File: src/rtl/mem_byte_seq.sv
// Load/store byte sequencer: splits one RV32I load/store into 1, 2 or 4 little-endian
// byte accesses on an 8-bit synchronous memory and assembles/extends load data.
module mem_byte_seq #(
  parameter int unsigned ADDR_W = 13
) (
  input  logic              clka,
  input  logic              rst_n,
  input  logic              req_valid,
  output logic              req_ready,
  input  logic              req_we,
  input  logic [2:0]        req_funct3,
  input  logic [31:0]       req_addr,
  input  logic [31:0]       req_wdata,
  output logic              resp_valid,
  output logic              resp_err,
  output logic [31:0]       resp_rdata,
  output logic              mem_ena,
  output logic              mem_wea,
  output logic [ADDR_W-1:0] mem_addr,
  output logic [7:0]        mem_dina,
  input  logic [7:0]        mem_douta
);

  localparam int unsigned DATA_W = 32;
  localparam int unsigned BYTE_W = 8;

  localparam logic [2:0] S_IDLE  = 3'd0;
  localparam logic [2:0] S_WRITE = 3'd1;
  localparam logic [2:0] S_READ  = 3'd2;
  localparam logic [2:0] S_DRAIN = 3'd3;
  localparam logic [2:0] S_RESP  = 3'd4;
  localparam logic [2:0] S_ERR   = 3'd5;

  logic [2:0]        r_state;
  logic [2:0]        r_funct3;
  logic [DATA_W-1:0] r_wdata;
  logic [DATA_W-1:0] r_lanes;
  logic [1:0]        r_idx;
  logic [1:0]        r_last;
  logic              r_req_ready;
  logic              r_resp_valid;
  logic              r_resp_err;
  logic [DATA_W-1:0] r_resp_rdata;
  logic              r_mem_ena;
  logic              r_mem_wea;
  logic [ADDR_W-1:0] r_mem_addr;
  logic [BYTE_W-1:0] r_mem_dina;

  logic [2:0]        w_state_nxt;
  logic [2:0]        w_funct3_nxt;
  logic [DATA_W-1:0] w_wdata_nxt;
  logic [DATA_W-1:0] w_lanes_nxt;
  logic [1:0]        w_idx_nxt;
  logic [1:0]        w_last_nxt;
  logic              w_resp_valid_nxt;
  logic              w_resp_err_nxt;
  logic [DATA_W-1:0] w_resp_rdata_nxt;
  logic              w_mem_ena_nxt;
  logic              w_mem_wea_nxt;
  logic [ADDR_W-1:0] w_mem_addr_nxt;
  logic [BYTE_W-1:0] w_mem_dina_nxt;

  logic [1:0]        w_size;
  logic [1:0]        w_last;
  logic              w_illegal;
  logic              w_misalign;
  logic              w_unused_addr;

  assign w_unused_addr = ^req_addr[31:ADDR_W];

  // Request decode: byte count and error classification
  assign w_size     = req_funct3[1:0];
  assign w_last     = (w_size == 2'b00) ? 2'd0 : ((w_size == 2'b01) ? 2'd1 : 2'd3);
  assign w_illegal  = (req_funct3 == 3'b011) || (req_funct3[2:1] == 2'b11) ||
                      (req_we && req_funct3[2]);
  assign w_misalign = ((w_size == 2'b01) && req_addr[0]) ||
                      ((w_size == 2'b10) && (req_addr[1:0] != 2'b00));

  function automatic logic [DATA_W-1:0] put_lane(input logic [DATA_W-1:0] v,
                                                 input logic [1:0] idx,
                                                 input logic [BYTE_W-1:0] b);
    logic [DATA_W-1:0] r;
    r = v;
    case (idx)
      2'd0: r[7:0]   = b;
      2'd1: r[15:8]  = b;
      2'd2: r[23:16] = b;
      2'd3: r[31:24] = b;
      default: r = v;
    endcase
    return r;
  endfunction

  function automatic logic [DATA_W-1:0] extend(input logic [2:0] f3,
                                               input logic [DATA_W-1:0] v);
    logic [DATA_W-1:0] r;
    case (f3)
      3'b000:  r = {{24{v[7]}}, v[7:0]};
      3'b100:  r = {24'h0, v[7:0]};
      3'b001:  r = {{16{v[15]}}, v[15:0]};
      3'b101:  r = {16'h0, v[15:0]};
      default: r = v;
    endcase
    return r;
  endfunction

  // Next-state and next-output logic
  always_comb begin
    w_state_nxt      = r_state;
    w_funct3_nxt     = r_funct3;
    w_wdata_nxt      = r_wdata;
    w_lanes_nxt      = r_lanes;
    w_idx_nxt        = r_idx;
    w_last_nxt       = r_last;
    w_resp_valid_nxt = 1'b0;
    w_resp_err_nxt   = 1'b0;
    w_resp_rdata_nxt = '0;
    w_mem_ena_nxt    = 1'b0;
    w_mem_wea_nxt    = 1'b0;
    w_mem_addr_nxt   = r_mem_addr;
    w_mem_dina_nxt   = r_mem_dina;

    case (r_state)
      S_IDLE: begin
        if (req_valid) begin
          w_funct3_nxt = req_funct3;
          w_wdata_nxt  = req_wdata;
          w_lanes_nxt  = '0;
          w_idx_nxt    = 2'd0;
          w_last_nxt   = w_last;
          if (w_illegal || w_misalign) begin
            w_state_nxt      = S_ERR;
            w_resp_valid_nxt = 1'b1;
            w_resp_err_nxt   = 1'b1;
          end else begin
            w_mem_ena_nxt  = 1'b1;
            w_mem_wea_nxt  = req_we;
            w_mem_addr_nxt = req_addr[ADDR_W-1:0];
            if (req_we) begin
              w_mem_dina_nxt = req_wdata[7:0];
              w_state_nxt    = S_WRITE;
            end else begin
              w_state_nxt    = S_READ;
            end
          end
        end
      end
      S_WRITE: begin
        if (r_idx == r_last) begin
          w_state_nxt      = S_RESP;
          w_resp_valid_nxt = 1'b1;
        end else begin
          w_idx_nxt      = r_idx + 2'd1;
          w_mem_ena_nxt  = 1'b1;
          w_mem_wea_nxt  = 1'b1;
          w_mem_addr_nxt = r_mem_addr + ADDR_W'(1);
          w_mem_dina_nxt = r_wdata[15:8];
          w_wdata_nxt    = {8'h00, r_wdata[31:8]};
        end
      end
      S_READ: begin
        // Data for the byte issued last cycle is on mem_douta now
        if (r_idx != 2'd0) begin
          w_lanes_nxt = put_lane(r_lanes, r_idx - 2'd1, mem_douta);
        end
        if (r_idx == r_last) begin
          w_state_nxt = S_DRAIN;
        end else begin
          w_idx_nxt      = r_idx + 2'd1;
          w_mem_ena_nxt  = 1'b1;
          w_mem_addr_nxt = r_mem_addr + ADDR_W'(1);
        end
      end
      S_DRAIN: begin
        w_lanes_nxt      = put_lane(r_lanes, r_idx, mem_douta);
        w_resp_rdata_nxt = extend(r_funct3, w_lanes_nxt);
        w_resp_valid_nxt = 1'b1;
        w_state_nxt      = S_RESP;
      end
      S_RESP:  w_state_nxt = S_IDLE;
      S_ERR:   w_state_nxt = S_IDLE;
      default: w_state_nxt = S_IDLE;
    endcase
  end

  // State and output registers
  always_ff @(posedge clka or negedge rst_n) begin
    if (!rst_n) begin
      r_state      <= S_IDLE;
      r_funct3     <= 3'b000;
      r_wdata      <= '0;
      r_lanes      <= '0;
      r_idx        <= 2'd0;
      r_last       <= 2'd0;
      r_req_ready  <= 1'b1;
      r_resp_valid <= 1'b0;
      r_resp_err   <= 1'b0;
      r_resp_rdata <= '0;
      r_mem_ena    <= 1'b0;
      r_mem_wea    <= 1'b0;
      r_mem_addr   <= '0;
      r_mem_dina   <= '0;
    end else begin
      r_state      <= w_state_nxt;
      r_funct3     <= w_funct3_nxt;
      r_wdata      <= w_wdata_nxt;
      r_lanes      <= w_lanes_nxt;
      r_idx        <= w_idx_nxt;
      r_last       <= w_last_nxt;
      r_req_ready  <= (w_state_nxt == S_IDLE);
      r_resp_valid <= w_resp_valid_nxt;
      r_resp_err   <= w_resp_err_nxt;
      r_resp_rdata <= w_resp_rdata_nxt;
      r_mem_ena    <= w_mem_ena_nxt;
      r_mem_wea    <= w_mem_wea_nxt;
      r_mem_addr   <= w_mem_addr_nxt;
      r_mem_dina   <= w_mem_dina_nxt;
    end
  end

  assign req_ready  = r_req_ready;
  assign resp_valid = r_resp_valid;
  assign resp_err   = r_resp_err;
  assign resp_rdata = r_resp_rdata;
  assign mem_ena    = r_mem_ena;
  assign mem_wea    = r_mem_wea;
  assign mem_addr   = r_mem_addr;
  assign mem_dina   = r_mem_dina;

endmodule

File: config.mk
export PLATFORM = sky130hd
export DESIGN_NAME = mem_byte_seq
export DESIGN_NICKNAME = d
export VERILOG_FILES = /design/src/rtl/mem_byte_seq.sv
export SDC_FILE = /design/constraint.sdc
export NUM_CORES = 1
export LEC_CHECK = 0
export BUFFER_PORTS_ARGS = -buffer_cell sky130_fd_sc_hd__buf_2
export CAP_MARGIN = 20
export CELL_PAD_IN_SITES_DETAIL_PLACEMENT = 0
export CELL_PAD_IN_SITES_GLOBAL_PLACEMENT = 2
export CORE_MARGIN = 2
export CORE_UTILIZATION = 30
export CTS_BUF_LIST = sky130_fd_sc_hd__clkbuf_4
export DETAILED_ROUTE_END_ITERATION = 8
export PLACE_DENSITY_LB_ADDON = 0.1
export SETUP_SLACK_MARGIN = 0.5
export SKIP_CTS_REPAIR_TIMING = 1
export SLEW_MARGIN = 25
export SYNTH_ARGS = -nofsm -noshare
export SYNTH_HDL_FRONTEND = slang
export SYNTH_SLANG_ARGS = --single-unit
File: constraint.sdc
create_clock -name clka -period 5.8 [get_ports clka]
set_input_delay 0.58 -clock clka [delete_from_list [all_inputs] [get_ports clka]]
set_output_delay 0.58 -clock clka [all_outputs]
set_load 0.01 [all_outputs]
# Word-level counts from Yosys, hierarchy flattened
# Cells that the tools add are included.
# totals
register_bits,132
latchBits,0
mem_bits_rw,0
romBits,0
in_bits,79
out_inout_bits,58
wordCells,123
memories,0
# classes
n_addsub,3
mul,0
div,0
n_lt_le_gt_ge,0
eq_ne,27
n_shift,0
n_mux,48
n_bitwise,0
reduce_logical,28
# ops
operator,n
$mux 32,5
$pmux 32 s4,1
$mux 8,12
$pmux 32 s3,1
$pmux 32 s2,1
$mux 13,3
$pmux 13 s2,1
$reduce_and 4->1,5
$pmux 8 s2,1
$add 13x1->13 const B,1
$eq 2x2->1 const B,6
$mux 3,4
$ne 2x2->1 const B,6
$pmux 3 s4,1
$mux 2,5
$eq 3x2->1 const B,3
$logic_not 3->1,3
$mux 1,9
$ne 2x1->1 const B,4
$reduce_bool 2->1,4
$eq 2x1->1 const B,3
$eq 3x1->1 const B,2
$eq 3x3->1 const B,2
$logic_not 2->1,3
13 further kinds,20

# Longest topological paths before layout
# logic_depth
depth_word,8
ltp_mapped,7
ltp_nobuf,6

# Worst setup path after synthesis
# No wires, ideal clock.
# synth_timing
kind,input to register
start,input req_funct3[0]
end,register r_mem_addr[0] (netlist: mem_addr[0])
setup_time_ns,0.126
arrival_ns,1.910
t_required_ns,5.674
slack_ns,3.764
stages,5
n_path_buf,1
cell_sequence,or4_1 > nand2_1 > a21oi_2 > buf_2 > a221o_1
# synth_via
elab_chain_cells,6
elab_cells_between_ends,11
classes_between,4 x eq/ne; 7 x reduce/logical
# synth_lines
item,line_no,text
"start, declared",11,"input logic [2:0] req_funct3,"
$eq 3x2->1 (tied with other cells),74,assign w_illegal = (req_funct3 == 3'b011) || (req_funct3[2:1] == 2'b11) ||
$logic_or 1x1->1 (tied with other cells),74,
"$logic_or 1x1->1, on equally long branches","74, 76",
$logic_or 1x1->1 (*),131,if (w_illegal || w_misalign) begin
$ne 2x2->1 (no line) (*),--,
$reduce_and 4->1 (no line) (*),--,
"end signal, assigned",216,r_mem_addr <= w_mem_addr_nxt;
"end, declared",46,logic [ADDR_W-1:0] r_mem_addr;
# Every way passes the cells marked *; elsewhere a longest branch is shown, timed or not.
# A chain may end at the register's enable or synchronous reset.

# Worst setup path in the final report
# layout_timing
start,register r_idx[0]
end,register r_resp_rdata[19] (netlist: resp_rdata[19])
# layout_via
elab_chain_cells,4
elab_cells_between_ends,8
classes_between,2 x eq/ne; 5 x mux; 1 x reduce/logical
# layout_lines
item,line_no,text
"start, declared",38,logic [1:0] r_idx;
"start signal, assigned",208,r_idx <= w_idx_nxt;
$eq 2x2->1 (tied with other cells),84,case (idx)
$mux 8,84,
$pmux 32 s4 (*),97,case (f3)
$mux 32 (*),123,case (r_state)
via w_resp_rdata_nxt[19],57,logic [DATA_W-1:0] w_resp_rdata_nxt;
"end signal, assigned",213,r_resp_rdata <= w_resp_rdata_nxt;
"end, declared",43,logic [DATA_W-1:0] r_resp_rdata;
# Mark *: on every way through the listed nets, which the timed path passes. The rest lies on a longest branch.

==> metrics.md <==
| Metric | Value |
|---|---|
| First-pass GRT wire length | `26200 um` |
| Met1 usage | `a little under a quarter` |
| CTS tree | `yes` |
| Commonest non-fill, non-tap cell in the layout | `dfrtp_1` |
| Cell variety after synth | `60` |
| Synth Cell Area | `5790 sq um` |
| Core Region | `18800 sq um` |
| TritonCTS Buffers | `17` |
| Routed WL per cell | `18.0 um` |
| DRC viols | `0` |
| CP Data Required Time | `between 6 and 7 ns` |
| Minimum clock period after layout | `2.76 ns` |
| ANT nets after route | `0` |
| Initial antenna violation count | `1` |
| CP Cell Sequence | `inv_1, ha_1, mux2_2, nor4b_2, o21bai_2, a22oi_1` |
| Vias | `around 4600` |
| Crit-path max FO | `16` |
| Fin. max-slew vios | `0` |
| Synth Net Count | `slightly above 600` |
| Port bufs | `around 120` |
| Row cnt | `50` |
| Vias in the first global route | `approximately 4700` |
| Met3 usage in global routing | `under 10%` |
| Worst rel slew slack | `between 30% and 40%` |
| Iteration-0 DRC Markers | `265` |
| DIE HEIGHT | `143 um` |
| Placed cell count | `slightly below 900` |
| Synthesized area per cell | `11.1 sq um` |
| Ys flop type | `dfrtp_1` |
| Drt pass-1 iters | `4` |
| Setup Viol. Count Final | `0` |
| EDFF count, synth | `0` |
| Leak | `3.19 nW` |
| P per Cell Area | `about 480 nW/um^2` |
| Share of cells above drive strength 1 | `about a quarter` |
| Result of the run | `finished clean` |
| Crit path kind | `flip-flop to flip-flop` |
| Fin crit share | `around 48%` |
| WHS | `0.114 ns` |
| Clock transition at path regs | `0.10 ns` |
| Multi-input logic area | `2470 sq um` |
| Area Overhead vs Synth | `19.6%` |
| Worst-margin pin slew | `0.987 ns` |
| CTS sink cnt | `124` |
| Final GP Congestion | `0.718` |
| Largest net degree at the start of global routing | `83` |
| Vias per cell | `5.07` |
| Nets | `711` |
| Reg2reg end | `resp_rdata[19]` |
| Crit path launch type | `flip-flop` |
| Max Fclk | `about 0.36 GHz` |
| Worst R2R Path Depth | `6` |
| Fin Clk Skew | `0.0135 ns` |
| Fillers | `1901` |
| Finished Cell Area | `6930 sq um` |
| Syn Inst Count | `522` |
| Initial Util | `just over 30%` |
| Synth warn | `0` |
| Final TNS setup | `0 ns` |
| Flop and latch count out of synthesis | `~120` |
| Reg2reg setup slack | `3.04 ns` |
| Origin of the critical flop-to-flop path | `r_idx[0]` |
| Non-filler instance count after layout | `901` |
| GRT Max-Usage Layer | `met2` |
| Reg area | `3100 sq um` |
| GRT Total Usage | `16.6%` |
| Sequential-to-total area share from yosys stat | `53.6%` |
| Clk root buf | `clkbuf_4` |
| Routed WL | `16200 um` |
| Grt met2 use | `26.2%` |
| GRT overflow | `0` |
| RSZ-0062 raised after global routing | `no` |
| Final Hold Viols | `0` |
| DP Wirelength | `10900 um` |
| Die area | `20400 sq um` |
| HP Class | `input pin to async pin` |
| Post-DP Area | `6590 sq um` |
| Maximum vdd drop | `0.196 mV` |
| Overall power | `around 3.4 mW` |
| Worst EP arrival | `about 3.1 ns` |
| Top Ports | `137` |
| Clock buffer depth | `2` |
| CP endpoint kind | `flip-flop` |
| CP max stage cell | `o21bai_2` |
| Clk Latency, worst-skew pair | `0.52 ns` |
| Commonest cells after routing, fill and taps aside | `dfrtp_1, buf_2, mux2i_1` |
| H-tree lvl count | `4` |
| Crit path largest cell delay | `0.62 ns` |
| Max Cap Violations | `0` |
| Asr flop ratio synth | `100%` |
| Die W | `143 um` |
## cell families after synthesis
logic type	Yosys count	share of synthesized area [%]
compound gates	153	19.4
flops	124	53.6
simple gates	120	10.7
mux	59	10.3
buf+inv	55	3.97
xor+xnor	6	1.04
fa+ha+maj	5	1.08
## layer usage
metal	wire length [um]	share of wire, %	vias to the layer above
li1	-	-	2164
met1	7680	47	2273
met2	7630	47	122
met3	815	5.0	6
met4	89	0.55	0
met5	0	0	-
## how the worst max path moves through the flow
stage | startpoint | end | slack (ns)
CTS | r_idx[0] | resp_rdata[19] | 3.01
floorplan | req_funct3[0] | mem_addr[0] | 3.76
global placement | r_idx[0] | resp_rdata[22] | 2.65
detailed placement | r_idx[0] | resp_rdata[19] | 3.01
global route | r_state[2] | resp_rdata[29] | 2.85
finish | r_idx[0] | resp_rdata[19] | 3.04
## cell usage after synthesis, drive strengths merged, types with 7 or more instances
master	count	area, sq um
nor2	26	100
dfrtp	123	3080
o211ai	7	52.6
o21ai	36	180
a21oi	17	100
a22o	32	280
mux2i	56	561
nand3	32	160
o22ai	8	50.1
a22oi	20	150
buf	21	103
inv	17	63.8
nand2	21	78.8
nor3	15	80.1
clkbuf	17	63.8
## metrics by stage
stage / utilization [%] / worst slack [ns]
floorplan: - / 3.76
global placement: 35.0 / 2.65
detailed placement: 35.0 / 3.01
CTS: 36.7 / 3.01
global route: 36.8 / 2.85
finish: 36.8 / 3.04
## flip-flops by register name (all words and copies together) (netlist names)
| signal | cells |
|---|---|
| r_lanes | 32 |
| resp_rdata | 32 |
| r_wdata | 24 |
| mem_addr | 13 |
| mem_dina | 8 |
| r_funct3 | 3 |
| r_state | 3 |
| r_idx | 2 |
| r_last | 2 |
| mem_ena | 1 |
| mem_wea | 1 |
| req_ready | 1 |
| resp_err | 1 |
| resp_valid | 1 |
## power breakdown
group          internal, mW  total (mW)  switching [mW]
Sequential             1.10        1.34           0.247
Combinational         0.552        1.34           0.788
Clock                 0.340       0.672           0.332
## critical path: cells and delay by family (launching register included)
kind	cells	cell delay, ns
buf+inv	1	0.12
flops	1	0.49
fa+ha+maj	1	0.55
mux	1	0.41
simple gates	1	0.17
compound gates	2	0.83
## area by class of cell
cell class | instances | area share, %
Antenna cell | 1 | 0.0361
Clock buffer | 18 | 1.95
Clock inverter | 14 | 2.53
Inverter | 17 | 0.921
Multi-Input combinational cell | 343 | 35.7
Sequential cell | 124 | 44.8
Tap cell | 260 | 4.69
Timing Repair Buffer | 124 | 9.41
Power figures use the tool's default switching activity.
